File: config.mk
export PLATFORM = sky130hd
export DESIGN_NAME = clk_div_ctrl
export DESIGN_NICKNAME = d
export VERILOG_FILES = /design/src/rtl/clk_div_ctrl.sv
export SDC_FILE = /design/constraint.sdc
export NUM_CORES = 1
export LEC_CHECK = 0
export BUFFER_PORTS_ARGS = -buffer_cell sky130_fd_sc_hd__buf_2
export CAP_MARGIN = 20
export CORE_MARGIN = 2
export CORE_UTILIZATION = 45
export DETAILED_ROUTE_END_ITERATION = 16
export PLACE_DENSITY = 0.73
export RECOVER_POWER = 25
export SETUP_SLACK_MARGIN = 0.1
export SYNTH_ARGS = -nofsm -noshare
export SYNTH_HDL_FRONTEND = slang
export SYNTH_SLANG_ARGS = --single-unit
File: constraint.sdc
create_clock -name clk -period 3.77 [get_ports clk]
set_input_delay 0.754 -clock clk [delete_from_list [all_inputs] [get_ports clk]]
set_output_delay 0.754 -clock clk [all_outputs]
set_load 0.02 [all_outputs]
File: src/rtl/clk_div_ctrl.sv
//-----------------------------------------------------------------------------
// clk_div_ctrl
//
// Programmable burst clock divider. An accepted start latches a half-period
// divisor and a burst length, then generates out_clk with a period of
// 2*div clk cycles. The run ends after `burst` complete periods (0 means run
// until stopped) or on a stop request. A stop that arrives while out_clk is
// high drains the current period so out_clk never produces a short high
// pulse.
//
// Optional feature: define CLK_DIV_CTRL_OUT_N_EN to add out_clk_n, a
// registered complement of out_clk (1 in reset and IDLE).
//
// Ports
//   clk        in   sole clock, all state on posedge
//   rst_n      in   asynchronous active-low reset
//   start      in   single-cycle run request (accepted in IDLE when div != 0)
//   stop       in   single-cycle abort request (honoured in RUN only)
//   div        in   [DIV_W] half-period in clk cycles, sampled on accepted start
//   burst      in   [CNT_W] periods to generate, 0 = free-running
//   out_clk    out  divided clock, straight from a flop
//   busy       out  high in RUN and DRAIN
//   done       out  one-cycle pulse on return to IDLE
//   period_cnt out  [CNT_W] completed out_clk periods since the last start
//   out_clk_n  out  complement of out_clk (only with CLK_DIV_CTRL_OUT_N_EN)
//-----------------------------------------------------------------------------
module clk_div_ctrl #(
    parameter int DIV_W = 8,
    parameter int CNT_W = 16
) (
    input  logic             clk,
    input  logic             rst_n,
    input  logic             start,
    input  logic             stop,
    input  logic [DIV_W-1:0] div,
    input  logic [CNT_W-1:0] burst,
    output logic             out_clk,
    output logic             busy,
    output logic             done,
    output logic [CNT_W-1:0] period_cnt
`ifdef CLK_DIV_CTRL_OUT_N_EN
    ,
    output logic             out_clk_n
`endif
);

    typedef enum logic [1:0] {
        IDLE  = 2'd0,
        RUN   = 2'd1,
        DRAIN = 2'd2
    } state_t;

    state_t           state, state_nxt;
    logic [DIV_W-1:0] phase, phase_nxt;
    logic [DIV_W-1:0] div_q, div_nxt;
    logic [CNT_W-1:0] burst_q, burst_nxt;
    logic [CNT_W-1:0] cnt_nxt;
    logic             out_nxt;
    logic             done_nxt;

    // Free-running advance of the divider, used by both RUN and DRAIN.
    logic             phase_wrap;
    logic [DIV_W-1:0] adv_phase;
    logic             adv_out;
    logic             fall;
    logic [CNT_W-1:0] cnt_inc;

    assign phase_wrap = (phase == (div_q - DIV_W'(1)));
    assign adv_phase  = phase_wrap ? '0 : (phase + DIV_W'(1));
    assign adv_out    = phase_wrap ? ~out_clk : out_clk;
    // A falling edge of out_clk closes one full period.
    assign fall       = phase_wrap & out_clk;
    assign cnt_inc    = period_cnt + CNT_W'(1);

    always_comb begin
        state_nxt = state;
        phase_nxt = phase;
        out_nxt   = out_clk;
        cnt_nxt   = period_cnt;
        div_nxt   = div_q;
        burst_nxt = burst_q;
        done_nxt  = 1'b0;

        unique case (state)
            IDLE: begin
                // stop is ignored here; start wins even when both are high.
                if (start && (div != '0)) begin
                    state_nxt = RUN;
                    phase_nxt = '0;
                    out_nxt   = 1'b0;
                    cnt_nxt   = '0;
                    div_nxt   = div;
                    burst_nxt = burst;
                end
            end

            RUN: begin
                if (stop && !out_clk) begin
                    // Output already low: finish immediately, no further edge.
                    state_nxt = IDLE;
                    done_nxt  = 1'b1;
                end else begin
                    phase_nxt = adv_phase;
                    out_nxt   = adv_out;
                    if (fall) begin
                        cnt_nxt = cnt_inc;
                    end
                    // A stop that coincides with the falling edge needs no drain.
                    if (fall && (stop || ((burst_q != '0) && (cnt_inc == burst_q)))) begin
                        state_nxt = IDLE;
                        done_nxt  = 1'b1;
                    end else if (stop) begin
                        state_nxt = DRAIN;
                    end
                end
            end

            DRAIN: begin
                phase_nxt = adv_phase;
                out_nxt   = adv_out;
                if (fall) begin
                    cnt_nxt   = cnt_inc;
                    state_nxt = IDLE;
                    done_nxt  = 1'b1;
                end
            end

            default: begin
                state_nxt = IDLE;
            end
        endcase
    end

    always_ff @(posedge clk or negedge rst_n) begin
        if (!rst_n) begin
            state      <= IDLE;
            phase      <= '0;
            div_q      <= '0;
            burst_q    <= '0;
            out_clk    <= 1'b0;
            period_cnt <= '0;
            done       <= 1'b0;
        end else begin
            state      <= state_nxt;
            phase      <= phase_nxt;
            div_q      <= div_nxt;
            burst_q    <= burst_nxt;
            out_clk    <= out_nxt;
            period_cnt <= cnt_nxt;
            done       <= done_nxt;
        end
    end

    assign busy = (state != IDLE);

`ifdef CLK_DIV_CTRL_OUT_N_EN
    // Own flop fed from the same next value, so it is a clean complement
    // rather than an inverter after out_clk.
    always_ff @(posedge clk or negedge rst_n) begin
        if (!rst_n) begin
            out_clk_n <= 1'b1;
        end else begin
            out_clk_n <= ~out_nxt;
        end
    end
`endif

endmodule

# Yosys cells after proc, flatten, opt, wreduce, memory -nomap -nowiden
# Index checks and enable logic that the tools add are counted.
[totals]
inputBits = 28
ff_bits = 52
output_inout_bits = 19
word_cells = 56
[op_classes]
reduce_logical = 14
n_eq_ne = 8
mux = 22
n_addsub = 3
bitwise_logic = 2
[ops]
columns = ["cell", "n"]
rows = [
  ["16-bit 2-to-1 mux", 3],
  ["16-bit one-hot mux with 3 select lines", 1],
  ["8-bit 2-to-1 mux", 3],
  ["8-bit one-hot mux with 3 select lines", 1],
  ["16-bit by 1-bit adder with 16-bit output (second input constant)", 1],
  ["16-bit equality test", 1],
  ["16-bit nonzero test", 1],
  ["2-bit 2-to-1 mux", 5],
  ["8-bit by 1-bit adder with 8-bit output (second input constant)", 1],
  ["8-bit equality test", 1],
  ["8-bit nonzero test", 1],
  ["8-bit by 1-bit subtractor with 8-bit output (second input constant)", 1],
  ["1-bit 2-to-1 mux", 6],
  ["2-bit inequality test (second input constant)", 3],
  ["2-bit one-hot mux with 3 select lines", 1],
  ["3-bit AND reduction", 2],
  ["1-bit logical AND", 4],
  ["4-bit inequality test (second input constant)", 1],
  ["1-bit one-hot mux with 3 select lines", 1],
  ["3-bit nonzero test", 1],
  ["2-bit by 1-bit equality test with 1-bit output (second input constant)", 1],
  ["2-bit equality test (second input constant)", 1],
  ["2-bit zero test", 1],
  ["1-bit one-hot mux with 2 select lines", 1],
  ["other kinds (6)", 6],
]

# Depth between registers and ports, before layout
[depth]
depth_word = 8
depth_mapped = 10
depth_no_buf = 9

# Worst setup path before layout
# OpenSTA, ideal clock, no wires.
[synth_timing]
kind = "register -> register"
startpoint = "reg div_q[0]"
endpoint = "reg period_cnt[15]"
arrival_ps = 2756
slack_ps = 888
path_stages_with_launch = 11
period_less_slack_ps = 2882
required_ps = 3644
n_path_buf = 1
setup_time_ps = 126
cell_sequence = "dfrtp_1 > inv_1 > ha_1 > or3b_4 > mux2_4 > a311oi_2 > o21ai_2 > or3_1 > buf_2 > o311a_1 > a221o_1"
[synth_between]
elab_chain_len = 6
[synth_lines]
columns = ["item", "line", "text"]
rows = [
  ["start: declaration", "55", "logic [DIV_W-1:0] div_q, div_nxt;"],
  ["start signal: assignment", "146", "div_q <= div_nxt;"],
  ["8-bit by 1-bit subtractor with 8-bit output *", "68", "assign phase_wrap = (phase == (div_q - DIV_W'(1)));"],
  ["8-bit equality test *", "68", ""],
  ["1-bit bitwise AND *", "72", "assign fall = phase_wrap & out_clk;"],
  ["16-bit 2-to-1 mux *", "-", ""],
  ["16-bit 2-to-1 mux", "-", ""],
  ["16-bit one-hot mux with 3 select lines *", "-", ""],
  ["end signal: assignment", "149", "period_cnt <= cnt_nxt;"],
  ["end: declaration", "40", "output logic [CNT_W-1:0] period_cnt"],
]
# Mark *: on every way between the ends. The rest lies on a longest branch, timed or not. The select of a mux whose other input is x is not followed.
# A chain may end at the register's enable or synchronous reset.

# Final worst setup path
# Ends and elaborated chain as after synthesis.

==> impl_metrics.ini <==
[detailed_routing]
postRouteAntennaNets = 0
vias_per_cell = 5.907
firstDrtPassIters = 4
vias = 3036
drc = 0
drtIter0Drc = 231
routed_wl_mm = 8.433
wl_per_cell_um = 16.41

[timing]
holdWs_ns = 0.5342
fin_setup_tns_ns = 0
timing.final.crit_share = 0.8038
post-route-min-period_ns = 3.030
fmax_mhz = 330.0
maxSlewViolCount = 33
relSlewSlack = -0.1741
finalClockSkew_ns = 0.009743
rsz0062_at_grt = false
worstMarginPinSlew_ns = 1.761
setup_viol = 0
hold_viol = 0

[power]
cellLeakagePower_nw = 1.685
comb_power_share = 0.511
power.density_nw_per_um2 = 724.5
p_int_w = 0.001540
netSwitchingFraction = 0.4588
p_clk_frac = 0.120
ir_drop_mv = 0.3549
p_switching_w = 0.001305
seqPwrFrac = 0.369

[setup_path]
cp-start-kind = register
criticalPathCategory = reg -> reg
critPathRequiredTime_ns = 3.97
reg2reg_to = period_cnt[15]
endpoint = period_cnt[15]
path_cells = inv_1 > ha_1 > or3b_4 > mux2_4 > a311oi_2 > o21ai_2 > or3_1 > o311a_1 > a221o_1
crit_fanout = 7
cp-end-kind = register
ff2ff_path_depth = 9
arrival_ns = 3.23
critPathSlowestCell = or3_1
r2r_start = div_q[0]
startpoint = div_q[0]
r2r_slack_ns = 0.74
max_stage_delay_ns = 0.44

[logic_synthesis]
async_reset_ff_frac = 1.000
synthesis.area_um2 = 3576
synthFlopType = dfrtp_1
netlist_instances = 375
ys_seq_area_frac = 0.3639
yosysWarnings = 0
ys_types = 71
syn_nets = 410
synth-edff-count = 0
yosys_register_bits = 52
syn_area_per_cell_um2 = 9.536

[finish]
final_nets = 446
area_growth_syn_to_layout_pct = 9.797
ff_latch_area_um2 = 1301
final_common_cell = dfrtp_1
fillers = 746
layout_common_cells = dfrtp_1, buf_2, mux2_2
drive_gt1_frac = 0.2476
multi_input_area_um2 = 2077
n_antenna_cell = 0
design_area_um2 = 3926
fin_util = 0.5081

[grt]
grt_overflow = 0
grt_usage = 0.2048
grt_use_met1 = 0.2921
grt_pass1_vias = 2920
grt_pass1_wl_mm = 14.23
use_met2 = 0.3158
grt_max_degree = 33
antenna_found_initial = 0
met3_usage = 0.04190
busiest_layer = met2

[floorplan]
die_h_um = 93.15
core_um2 = 7727
io_pins = 47
die_area_um2 = 8676
rows = 32
initial_utilization = 0.4628
die_x_um = 93.15

[clock_network]
worstSkewPairLatency_ns = 0.31
clock-sinks = 52
cts_hold_buffers = 0
cts_setup_buffers = 0
cts-htree-levels = 2
cts_tree = done
post_cts_resized = 0
root_buffer = clkbuf_8
cts_buffer_depth = 2
path_clk_slew_ns = 0.10
cts_made_buffers = 5

[worst_hold_path]
holdCritPathClass = reg -> reg

[place]
postPlaceCellArea_um2 = 3834
io_buffer_count = 46
dp_hpwl_mm = 6.461
place.gp.congestion = 0.9188

[flow_run]
maxCapViolCount = 1

[status]
violations = capacitance limit, slew limit
status = finished, violations left
==> per-stage QoR <==
| stage | setup slack, ns | std cells | total power, W |
|---|---|---|---|
| floorplan | 0.8877 | 375 | 0.002167 |
| global placement | 0.7931 | 506 | 0.002448 |
| detailed placement | 0.7483 | 506 | 0.002506 |
| CTS | 0.7309 | 514 | 0.002854 |
| global route | 0.4700 | 514 | 0.003083 |
| finish | 0.7397 | 514 | 0.002845 |
==> cell type report <==
class | instances | area share
Clock buffer | 6 | 0.02103
Inverter | 16 | 0.01530
Multi-Input combinational cell | 285 | 0.5290
Clock inverter | 2 | 0.003824
Tap cell | 102 | 0.03250
Sequential cell | 52 | 0.3314
Timing Repair Buffer | 51 | 0.06692
==> state kept, by name (all words and copies together), names as in the netlist <==
name / count
burst_q: 16
state: 2
done: 1
period_cnt: 16
phase: 8
div_q: 8
out_clk: 1
==> routing by layer <==
metal / part of all wire / wire length (um)
met1: 0.46 / 3909
met2: 0.45 / 3795
met3: 0.072 / 604
met4: 0.015 / 123
met5: 0 / 0
==> critical path: cells and delay by family (launching register included) <==
kind	cells	cell delay, ns
flops	1	0.43
compound gates	4	1.09
fa+ha+maj	1	0.18
buf+inv	1	0.08
mux	1	0.32
simple gates	2	0.84
==> power groups by stage <==
stage / logic [W] / registers, W / clock network [W]
6_report: 0.00145 / 0.00105 / 0.000342
5_1_grt: 0.00162 / 0.00109 / 0.000373
4_1_cts: 0.00146 / 0.00105 / 0.000353
3_5_place_dp: 0.00145 / 0.00106 / 0
3_3_place_gp: 0.00140 / 0.00104 / 0
2_1_floorplan: 0.00120 / 0.000966 / 0
==> cells in the mapped netlist, drive strengths merged, types with 8 or more instances <==
cell type | n | share of area
clkbuf | 15 | 0.022
and3 | 8 | 0.014
nor3 | 18 | 0.025
nor2 | 19 | 0.020
nand2 | 24 | 0.025
nand3 | 12 | 0.017
inv | 16 | 0.017
xnor2 | 14 | 0.034
mux2 | 28 | 0.089
dfrtp | 52 | 0.36
a21oi | 8 | 0.011
xor2 | 12 | 0.029
nand4 | 10 | 0.017
nor4 | 11 | 0.019
o21ai | 15 | 0.022
==> cells by family (layout without fill, tap and decap cells) <==
kind of cell,Yosys count,after routing,synth area share
mux,32,32,0.1004
buf+inv,38,75,0.05528
flops,52,52,0.3639
xor+xnor,26,26,0.06368
simple gates,139,139,0.2141
compound gates,81,81,0.1781
fa+ha+maj,7,7,0.02449
==> worst min-delay path by stage <==
stage	slack [ns]	depth (start not counted)	end	from
after detailed placement	0.52	1	div_q[7]	div_q[7]
after global placement	0.52	1	div_q[7]	div_q[7]
after floorplan	0.46	0	burst_q[0]	rst_n
after global routing	0.56	1	div_q[7]	div_q[7]
final	0.53	1	div_q[7]	div_q[7]
after CTS	0.39	1	phase[1]	rst_n
Power figures use the tool's default switching activity.
